## src/rtl/key_pulse_generator_if.sv

```systemverilog
// Key pulse generator bundle: raw active-low keys in,
// debounced pulses and held levels out.
interface key_pulse_generator_if;
    logic key_start_n;
    logic key_select_n;
    logic flip_working;
    logic shift_selection;
    logic start_held;
    logic select_held;

    modport master (
        output key_start_n,
        output key_select_n,
        input  flip_working,
        input  shift_selection,
        input  start_held,
        input  select_held
    );

    modport slave (
        input  key_start_n,
        input  key_select_n,
        output flip_working,
        output shift_selection,
        output start_held,
        output select_held
    );
endinterface

```

## src/rtl/key_pulse_generator.sv

```systemverilog
// Start/select key debouncer: per-key 2-flop sync, FSM and pulse output.
// Select-key auto-repeat is built only with `KEY_AUTO_REPEAT_EN defined.
module key_pulse_generator #(
    parameter int DEBOUNCE_CYCLES = 1_000_000,
    parameter int REPEAT_DELAY    = 25_000_000,
    parameter int REPEAT_PERIOD   = 10_000_000
) (
    input  logic                 clk,
    input  logic                 reset_n,
    key_pulse_generator_if.slave kp
);
    typedef enum logic [1:0] {
        RELEASED,
        PRESS_WAIT,
        HELD,
        RELEASE_WAIT
    } state_e;

    localparam int MAX_AB = (DEBOUNCE_CYCLES > REPEAT_DELAY) ?
                            DEBOUNCE_CYCLES : REPEAT_DELAY;
    localparam int MAX_C  = (MAX_AB > REPEAT_PERIOD) ?
                            MAX_AB : REPEAT_PERIOD;
    localparam int CW     = (MAX_C > 1) ? $clog2(MAX_C) : 1;

    localparam logic [CW-1:0] DB_LAST = CW'(DEBOUNCE_CYCLES - 1);
`ifdef KEY_AUTO_REPEAT_EN
    localparam logic [CW-1:0] DLY_LAST = CW'(REPEAT_DELAY - 1);
    localparam logic [CW-1:0] PER_LAST = CW'(REPEAT_PERIOD - 1);
`endif

    logic [1:0] raw_n;
    logic [1:0] pulse;
    logic [1:0] held;

    assign raw_n = {kp.key_select_n, kp.key_start_n};

    for (genvar k = 0; k < 2; k++) begin : g_key
        logic          meta_q, meta_d;
        logic          sync_q, sync_d;
        logic          s;
        state_e        state_q, state_d;
        logic [CW-1:0] cnt_q, cnt_d;
        logic          pulse_q, pulse_d;
`ifdef KEY_AUTO_REPEAT_EN
        // rep_q: next repeat uses the initial delay, not the period
        localparam bit REP = (k == 1);
        logic          rep_q, rep_d;
`endif

        assign s = ~sync_q;

        always_comb begin
            meta_d  = raw_n[k];
            sync_d  = meta_q;
            state_d = state_q;
            cnt_d   = cnt_q;
            pulse_d = 1'b0;
`ifdef KEY_AUTO_REPEAT_EN
            rep_d   = rep_q;
`endif
            unique case (state_q)
                RELEASED: begin
                    if (s) begin
                        state_d = PRESS_WAIT;
                        cnt_d   = '0;
                    end
                end
                PRESS_WAIT: begin
                    if (!s) begin
                        state_d = RELEASED;
                    end else if (cnt_q == DB_LAST) begin
                        state_d = HELD;
                        cnt_d   = '0;
                        pulse_d = 1'b1;
`ifdef KEY_AUTO_REPEAT_EN
                        rep_d   = 1'b1;
`endif
                    end else begin
                        cnt_d = cnt_q + 1'b1;
                    end
                end
                HELD: begin
                    if (!s) begin
                        state_d = RELEASE_WAIT;
                        cnt_d   = '0;
`ifdef KEY_AUTO_REPEAT_EN
                    end else if (REP) begin
                        if (cnt_q == (rep_q ? DLY_LAST : PER_LAST)) begin
                            cnt_d   = '0;
                            pulse_d = 1'b1;
                            rep_d   = 1'b0;
                        end else begin
                            cnt_d = cnt_q + 1'b1;
                        end
`endif
                    end
                end
                RELEASE_WAIT: begin
                    if (s) begin
                        state_d = HELD;
                        cnt_d   = '0;
`ifdef KEY_AUTO_REPEAT_EN
                        rep_d   = 1'b1;
`endif
                    end else if (cnt_q == DB_LAST) begin
                        state_d = RELEASED;
                    end else begin
                        cnt_d = cnt_q + 1'b1;
                    end
                end
                default: state_d = RELEASED;
            endcase
        end

        always_ff @(posedge clk or negedge reset_n) begin
            if (!reset_n) begin
                meta_q  <= 1'b1;
                sync_q  <= 1'b1;
                state_q <= RELEASED;
                cnt_q   <= '0;
                pulse_q <= 1'b0;
`ifdef KEY_AUTO_REPEAT_EN
                rep_q   <= 1'b0;
`endif
            end else begin
                meta_q  <= meta_d;
                sync_q  <= sync_d;
                state_q <= state_d;
                cnt_q   <= cnt_d;
                pulse_q <= pulse_d;
`ifdef KEY_AUTO_REPEAT_EN
                rep_q   <= rep_d;
`endif
            end
        end

        assign pulse[k] = pulse_q;
        assign held[k]  = (state_q == HELD) ||
                          (state_q == RELEASE_WAIT);
    end

    assign kp.flip_working    = pulse[0];
    assign kp.shift_selection = pulse[1];
    assign kp.start_held      = held[0];
    assign kp.select_held     = held[1];
endmodule

```

## src/flat_wrapper.sv

```systemverilog
// flat-port wrapper written by rule: the top's interface ports become plain ports
module key_pulse_generator_flat 
#(
    parameter int DEBOUNCE_CYCLES = 1_000_000,
    parameter int REPEAT_DELAY    = 25_000_000,
    parameter int REPEAT_PERIOD   = 10_000_000
)
  (clk, reset_n, kp_key_start_n, kp_key_select_n, kp_flip_working, kp_shift_selection, kp_start_held, kp_select_held);
  key_pulse_generator_if kp_i ();
  input  logic clk;
  input  logic reset_n;
  input wire logic [$bits(kp_i.key_start_n)-1:0] kp_key_start_n;
  input wire logic [$bits(kp_i.key_select_n)-1:0] kp_key_select_n;
  output wire logic [$bits(kp_i.flip_working)-1:0] kp_flip_working;
  output wire logic [$bits(kp_i.shift_selection)-1:0] kp_shift_selection;
  output wire logic [$bits(kp_i.start_held)-1:0] kp_start_held;
  output wire logic [$bits(kp_i.select_held)-1:0] kp_select_held;
  assign kp_i.key_start_n = kp_key_start_n;
  assign kp_i.key_select_n = kp_key_select_n;
  assign kp_flip_working = kp_i.flip_working;
  assign kp_shift_selection = kp_i.shift_selection;
  assign kp_start_held = kp_i.start_held;
  assign kp_select_held = kp_i.select_held;
  key_pulse_generator #(.DEBOUNCE_CYCLES(DEBOUNCE_CYCLES), .REPEAT_DELAY(REPEAT_DELAY), .REPEAT_PERIOD(REPEAT_PERIOD)) u_core (.clk(clk), .reset_n(reset_n), .kp(kp_i));
endmodule
```

## config.mk

```make
export PLATFORM = sky130hd
export DESIGN_NAME = key_pulse_generator_flat
export DESIGN_NICKNAME = d
export VERILOG_FILES = /design/src/rtl/key_pulse_generator_if.sv /design/src/rtl/key_pulse_generator.sv /design/src/flat_wrapper.sv
export SDC_FILE = /design/constraint.sdc
export NUM_CORES = 1
export LEC_CHECK = 0
export ABC_CLOCK_PERIOD_IN_PS = 4690
export BUFFER_PORTS_ARGS = -buffer_cell sky130_fd_sc_hd__clkbuf_2
export CELL_PAD_IN_SITES_DETAIL_PLACEMENT = 0
export CELL_PAD_IN_SITES_GLOBAL_PLACEMENT = 1
export CORE_MARGIN = 3
export CORE_UTILIZATION = 45
export CTS_BUF_LIST = sky130_fd_sc_hd__clkbuf_4 sky130_fd_sc_hd__clkbuf_8
export DETAILED_ROUTE_END_ITERATION = 7
export PLACE_DENSITY_LB_ADDON = 0.1
export SYNTH_ARGS = -nofsm -noshare
export SYNTH_HDL_FRONTEND = slang
export SYNTH_SLANG_ARGS = --single-unit
```

## constraint.sdc

```tcl
create_clock -name clk -period 4.69 [get_ports clk]
set_input_delay 0 -clock clk [delete_from_list [all_inputs] [get_ports clk]]
set_output_delay 0 -clock clk [all_outputs]
set_load 0.05 [all_outputs]
```

==> results of run 1 <==
==> through the flow <==
stage | power, mW | cells | worst slack (ns)
after CTS | 1.09 | 490 | 2.02
after global placement | 0.614 | 471 | 2.05
final | 1.07 | 490 | 2.05
after floorplan | 0.589 | 381 | 2.57
after global routing | 1.12 | 490 | 1.77
after detailed placement | 0.615 | 471 | 2.02
==> path summary, 6_finish.rpt <==
check / cells past startpoint / endpoint / slack [ns]
worst min-delay path: 2 / u_core.g_key[1].meta_q$_DFF_PN1_ / 0.29
worst min register to register: 0 / u_core.g_key[1].sync_q$_DFF_PN1_ / 0.35
max in group asynchronous: 3 / u_core.g_key[0].cnt_q[10]$_DFFE_PN0P_ / 3.81
min in group asynchronous: 3 / u_core.g_key[1].cnt_q[3]$_DFFE_PN0P_ / 0.36
worst max-delay path: 6 / u_core.g_key[0].cnt_q[15]$_DFFE_PN0P_ / 2.05
worst max register to register: 6 / u_core.g_key[0].cnt_q[15]$_DFFE_PN0P_ / 2.05
==> final cells by class <==
cell class,instances,area [um^2]
clock buffer,10,131
clock inverter,6,65.1
fill,722,3570
inverter,5,18.8
multi-input combinational,298,1800
sequential,60,1510
tap,99,124
timing repair buffer,12,80.1
==> registers in the layout, indices dropped and copies added, names as in the netlist, named ones only <==
| register | cells |
|---|---|
| u_core.kp.shift_selection | 1 |
| u_core.kp.flip_working | 1 |
| u_core.g_key.meta_q | 2 |
| u_core.g_key.state_q | 2 |
| u_core.g_key.sync_q | 2 |
| u_core.g_key.cnt_q | 50 |
==> power by group <==
part / internal [mW] / switching, mW / leakage [nW]
Combinational: 0.0207 / 0.0384 / 0.618
Sequential: 0.529 / 0.0171 / 0.813
Clock: 0.251 / 0.217 / 0.0996
Total: 0.801 / 0.272 / 1.53
==> per-layer routing <==
layer	vias to the layer above	part of all wire, %	global-route usage [%]
li1	1393	-	-
met1	1336	47	24.7
met2	39	49	32.2
met3	9	2.5	3.38
met4	0	1.0	6.72
met5	-	0	0
==> timing repair <==
action | in CTS | in global routing
setup endpoints to repair | 0 | 0
endpoints found under the hold margin | 58 | 0
hold buffers | 3 | 0
==> layout by cell type, fill, tap and decap left out, drive strengths merged, types with 4 or more instances in the layout <==
| cell type | n |
|---|---|
| nand2 | 31 |
| clkinv | 4 |
| nor4 | 6 |
| nand4 | 16 |
| nor4b | 5 |
| xor2 | 21 |
| nand3 | 30 |
| or3 | 9 |
| nand3b | 4 |
| nor3 | 17 |
| dfstp | 4 |
| nor2 | 47 |
| nor2b | 5 |
| and3 | 10 |
| a21oi | 18 |
| o21ai | 24 |
| xnor2 | 9 |
| o31ai | 4 |
| dfrtp | 56 |
| and4 | 6 |
| inv | 5 |
| clkbuf | 17 |
==> worst max-delay path, cell delays in order, from the launching register on <==
cell and delay [ns]:
dfrtp_1 0.44, nor4b_1 0.46, and4_1 0.30, nand4_1 0.51
nand2_1 0.56, o21ai_0 0.15, a21oi_1 0.14
==> cell families after synthesis <==
family / count (synthesis)
adders and majority gates: 3
AOI/OAI and AO/OA: 67
xor gates and xnor gates: 30
buffers and inverters: 23
and+or+nand+nor: 198
DFF: 60
==> flow_summary.toml, run 1 <==
[synth]
ys_seq_elements = 60
syn_avg_cell_area_um2 = 8.95
synth_top_area_share_pct = 41.1
syn_inst = 381
synth_top_family_by_area = "simple AND/OR/NAND/NOR gates"
synth_xor_area_share_pct = 7.70
ys_types = 57
synth-main-ff-cell = "dfrtp_1"
synth-compound-area-share_pct = 12.5
yosysTopAreaCell = "dfrtp_1"
synth_common_cells = "56 x dfrtp_1, 47 x nor2_1, 31 x nand2_1, 27 x nand3_1, 21 x xor2_1"
synthSimpleGateAreaFrac_pct = 31.5
synth_fa_ha_area_share_pct = 1.10
seq_area_frac_synth_pct = 44.2
synth_edf_count = 0
yosys_warnings = 0
synth_area_leaders = "dfrtp_1 41%, xor2_1 5.4%, nor2_1 5.2%, nand3_1 4.0%, nand2_1 3.4%"
synth_nets = 388
syn-cell-area_um2 = 3410
synthArstFlopShare_pct = 100
synth.most_common_cell = "dfrtp_1"
synth.area.mux_share_pct = 0

[sta]
rsz0062_at_grt = "no"
hold-worst-slack_ns = 0.294
hold_viol_final = 0
max_freq_ghz = 0.379
setup-violations-final = 0
worst_pin_slew_ns = 0.809
finalCriticalPeriod_ns = 2.64
finClkSkew_ns = 0.0101
tns_ns = 0
fin_crit_sh_pct = 56.2
slew_headroom_pct = 45.2
report.final.slew_viol_count = 0

[worst_setup_path]
crit_start = "u_core.g_key[0].cnt_q[13]$_DFFE_PN0P_"
r2r-start = "u_core.g_key[0].cnt_q[13]$_DFFE_PN0P_"
critPathKind = "flop to flop"
path_max_fanout = 15
crit_path_end_kind = "flop"
startpoint_type = "flop"
arrival_ns = 2.90
required_ns = 4.95

[route]
num_vias = 2777
viasPerCell = 5.67
drcViolationCount = 0
drt-initial-drc-count = 109
drtAntennaViolNets = 0
wire_per_inst_um = 15.3
drt-total-wl_mm = 7.48
dr.pass1.iters = 4

[cells_and_area]
antenna_cells = 0
final_util_pct = 51.1
area_growth_pct = 9.24
nets = 393
stdcell_area_um2 = 3730
drive_above_1_share_pct = 10.2

[clocking]
cts_resized = 0
cts.sinks = 60
cts_made_buffers = 9
cts_setup_buffers = 0
cts_tree = "built"
cts_root_buf = "clkbuf_8"
worstSkewPairLatency_ns = 0.34
cts_max_level = 3
path_clk_slew_ns = 0.07
clock_path_buffers = 2

[place]
io_buffers = 7
place_hpwl_mm = 5.08
place_congestion = 0.871
place_area_um2 = 3500

[flow_run]
maxCapViolCount = 0

[floorplanning]
ios = 8
die_w_um = 93.1
fp-row-count = 31
coreArea_um2 = 7290
dieArea_um2 = 8660
start_util_pct = 46.8
die_h_um = 93.1

[status]
outcome = "finished clean"

[global_route]
overflow = 0
track_usage_pct = 19.1
grt_max_degree = 61
grt_pass1_vias = 2766
grt_pass1_wl_mm = 13.2
antenna_found_initial = 0

[power]
p_leak_nw = 1.53
ir_worst_vdd_uv = 128
p_per_area_nw_per_um2 = 288

[worst_hold_path]
min_from = "kp_key_select_n"
min_path_type = "primary input to flop"
No activity file was read; power rests on OpenSTA's default activity.
==> run 2: changes to the inputs <==
- ABC_CLOCK_PERIOD_IN_PS: 4690 -> 2750
- clock period: 4.69 -> 2.75 ns (I/O delays scaled with it)
==> run 2 against run 1 <==
  * Sequential share of layout area shrank 0.81 points
  * Hold slack got worse by 0.0030 ns
  * Via count grew 1.9%
  * Flip-flop and latch count is the same
  * Maximum frequency rose by 11%
  * Core utilization increased by 1.0 points
  * Final area up 2.0%
  * First-iteration DRC count increased by 11%
  * Clock skew is 0.0036 ns lower
  * Non-clock buffer count increased by 7
  * Setup slack lost 1.7 ns
  * Largest cell class unchanged
==> flow_summary.toml, run 2 (same netlist as run 1, synthesis figures left out) <==
[sta]
slew_headroom_pct = 28.6
setup_ws_ns = 0.369
finalCriticalPeriod_ns = 2.38
finClkSkew_ns = 0.00658
rsz0062_at_grt = "no"
report.final.slew_viol_count = 0
setup-violations-final = 0
max_freq_ghz = 0.420
worst_pin_slew_ns = 1.07
hold_viol_final = 0
tns_ns = 0
fin_crit_sh_pct = 86.6

[route]
viasPerCell = 5.69
drcViolationCount = 0
drtAntennaViolNets = 0
drt-initial-drc-count = 121
wire_per_inst_um = 15.3
dr.pass1.iters = 4
drt-total-wl_mm = 7.62
num_vias = 2830

[power]
p_sw_mw = 0.453
swShare_pct = 23.4
power_frac_seq_pct = 48.1
p_leak_nw = 1.58
internal-power_mw = 1.48
p_per_area_nw_per_um2 = 509
ir_worst_vdd_uv = 307
clkPwrFrac_pct = 46.3
total_power_mw = 1.94
comb_power_share_pct = 5.6

[worst_setup_path]
r2r-start = "u_core.g_key[1].cnt_q[0]$_DFFE_PN0P_"
crit_path_end_kind = "flop"
arrival_ns = 2.59
startpoint_type = "flop"
path_max_fanout = 17
critPathKind = "flop to flop"
reg2regPathDepth = 7
required_ns = 2.96
timing.rr.end = "u_core.g_key[1].cnt_q[23]$_DFFE_PN0P_"
rrSetupSlack_ns = 0.37

[global_route]
antenna_found_initial = 0
overflow = 0
grt_pass1_vias = 2718
grt_max_degree = 43
track_usage_pct = 19.3
grt_pass1_wl_mm = 13.2

[clocking]
cts_made_buffers = 9
clock_path_buffers = 2
cts_tree = "built"
cts_setup_buffers = 0
ctsHoldBuffers = 3
worstSkewPairLatency_ns = 0.34
cts_root_buf = "clkbuf_8"
cts.sinks = 60
cts_resized = 0
cts_max_level = 3
path_clk_slew_ns = 0.07

[cells_and_area]
regMostFlops = "u_core.g_key.cnt_q"
final_cell_mix = "56 x dfrtp_1, 47 x nor2_1, 31 x nand2_1"
regArea_um2 = 1510
largest_register_ffs = 50
nets = 400
area_growth_pct = 11.5
fillers = 731
layout_commonest_cell = "dfrtp_1"
multi_input_area_um2 = 1800
drive_above_1_share_pct = 11.8
antenna_cells = 0

[floorplanning]
start_util_pct = 46.8
coreArea_um2 = 7290
die_w_um = 93.1
ios = 8
die_h_um = 93.1
fp-row-count = 31
dieArea_um2 = 8660

[worst_hold_path]
min_path_type = "primary input to flop"
min_path_cells = 2
min_from = "kp_key_start_n"
holdPathEnd = "u_core.g_key[0].meta_q$_DFF_PN1_"

[place]
pre_cts_ws_ns = 0.385
place_hpwl_mm = 5.20
io_buffers = 7
place_congestion = 0.814

[status]
outcome = "finished clean"

[flow_run]
maxCapViolCount = 0
run 2: changes by cell type in the layout (fill, tap and decap cells not counted):
cell	change
buf_4	+7
bufinv_16	+1
clkbuf_8	+1
clkinv_2	+1
clkinv_4	-2
clkinvlp_4	-1
run 2: layer usage:
metal	GRT usage [%]	routed length, um	up-vias
met5	0	0	-
met4	8.91	150	0
met3	3.38	194	13
met2	31.0	3640	39
met1	25.3	3640	1371
li1	-	-	1407
run 2: critical path, stage by stage (launching register included):
cell     delay, ns
dfrtp_1       0.43
ha_1          0.25
and3_4        0.21
nand3_2       0.13
nor4_2        0.45
nor2_1        0.21
a21oi_4       0.46
nor2_1        0.11
run 2: cell type report:
class                   count  area share [%]
repair buffers             19            3.49
flip-flops and latches     60            39.6
inverters                   5           0.494
clock buffers              11            3.82
multi-input cells         298            47.4
well taps                  99            3.26
clock inverters             5            1.97
run 2: through the flow:
stage                     hold WS (ns)  cells  utilization (%)  area [um^2]
after global routing             0.299    497             52.1         3800
final                            0.291    497             52.1         3800
after global placement          0.0882    478             48.7         3550
after floorplan                 -0.296    381                -         3410
after CTS                        0.274    497             52.1         3800
after detailed placement        0.0905    478             48.7         3550
run 2: power groups by stage:
stage	registers (mW)	clock network (mW)	logic, mW
after detailed placement	0.946	0	0.106
final	0.931	0.897	0.108
after CTS	0.930	0.921	0.110
after global routing	0.935	0.953	0.123
after global placement	0.946	0	0.106
after floorplan	0.936	0	0.0685
run 2: worst max path at each step:
stage,from,end,slack (ns),cells past startpoint
after global routing,u_core.g_key[1].cnt_q[0]$_DFFE_PN0P_,u_core.g_key[1].cnt_q[17]$_DFFE_PN0P_,0.16,7
after detailed placement,u_core.g_key[1].cnt_q[0]$_DFFE_PN0P_,u_core.g_key[1].cnt_q[23]$_DFFE_PN0P_,0.39,7
final,u_core.g_key[1].cnt_q[0]$_DFFE_PN0P_,u_core.g_key[1].cnt_q[23]$_DFFE_PN0P_,0.37,7
after floorplan,u_core.g_key[1].cnt_q[0]$_DFFE_PN0P_,u_core.g_key[1].cnt_q[5]$_DFFE_PN0P_,0.63,8
after CTS,u_core.g_key[1].cnt_q[0]$_DFFE_PN0P_,u_core.g_key[1].cnt_q[23]$_DFFE_PN0P_,0.37,7
after global placement,u_core.g_key[1].cnt_q[0]$_DFFE_PN0P_,u_core.g_key[1].cnt_q[17]$_DFFE_PN0P_,0.49,7
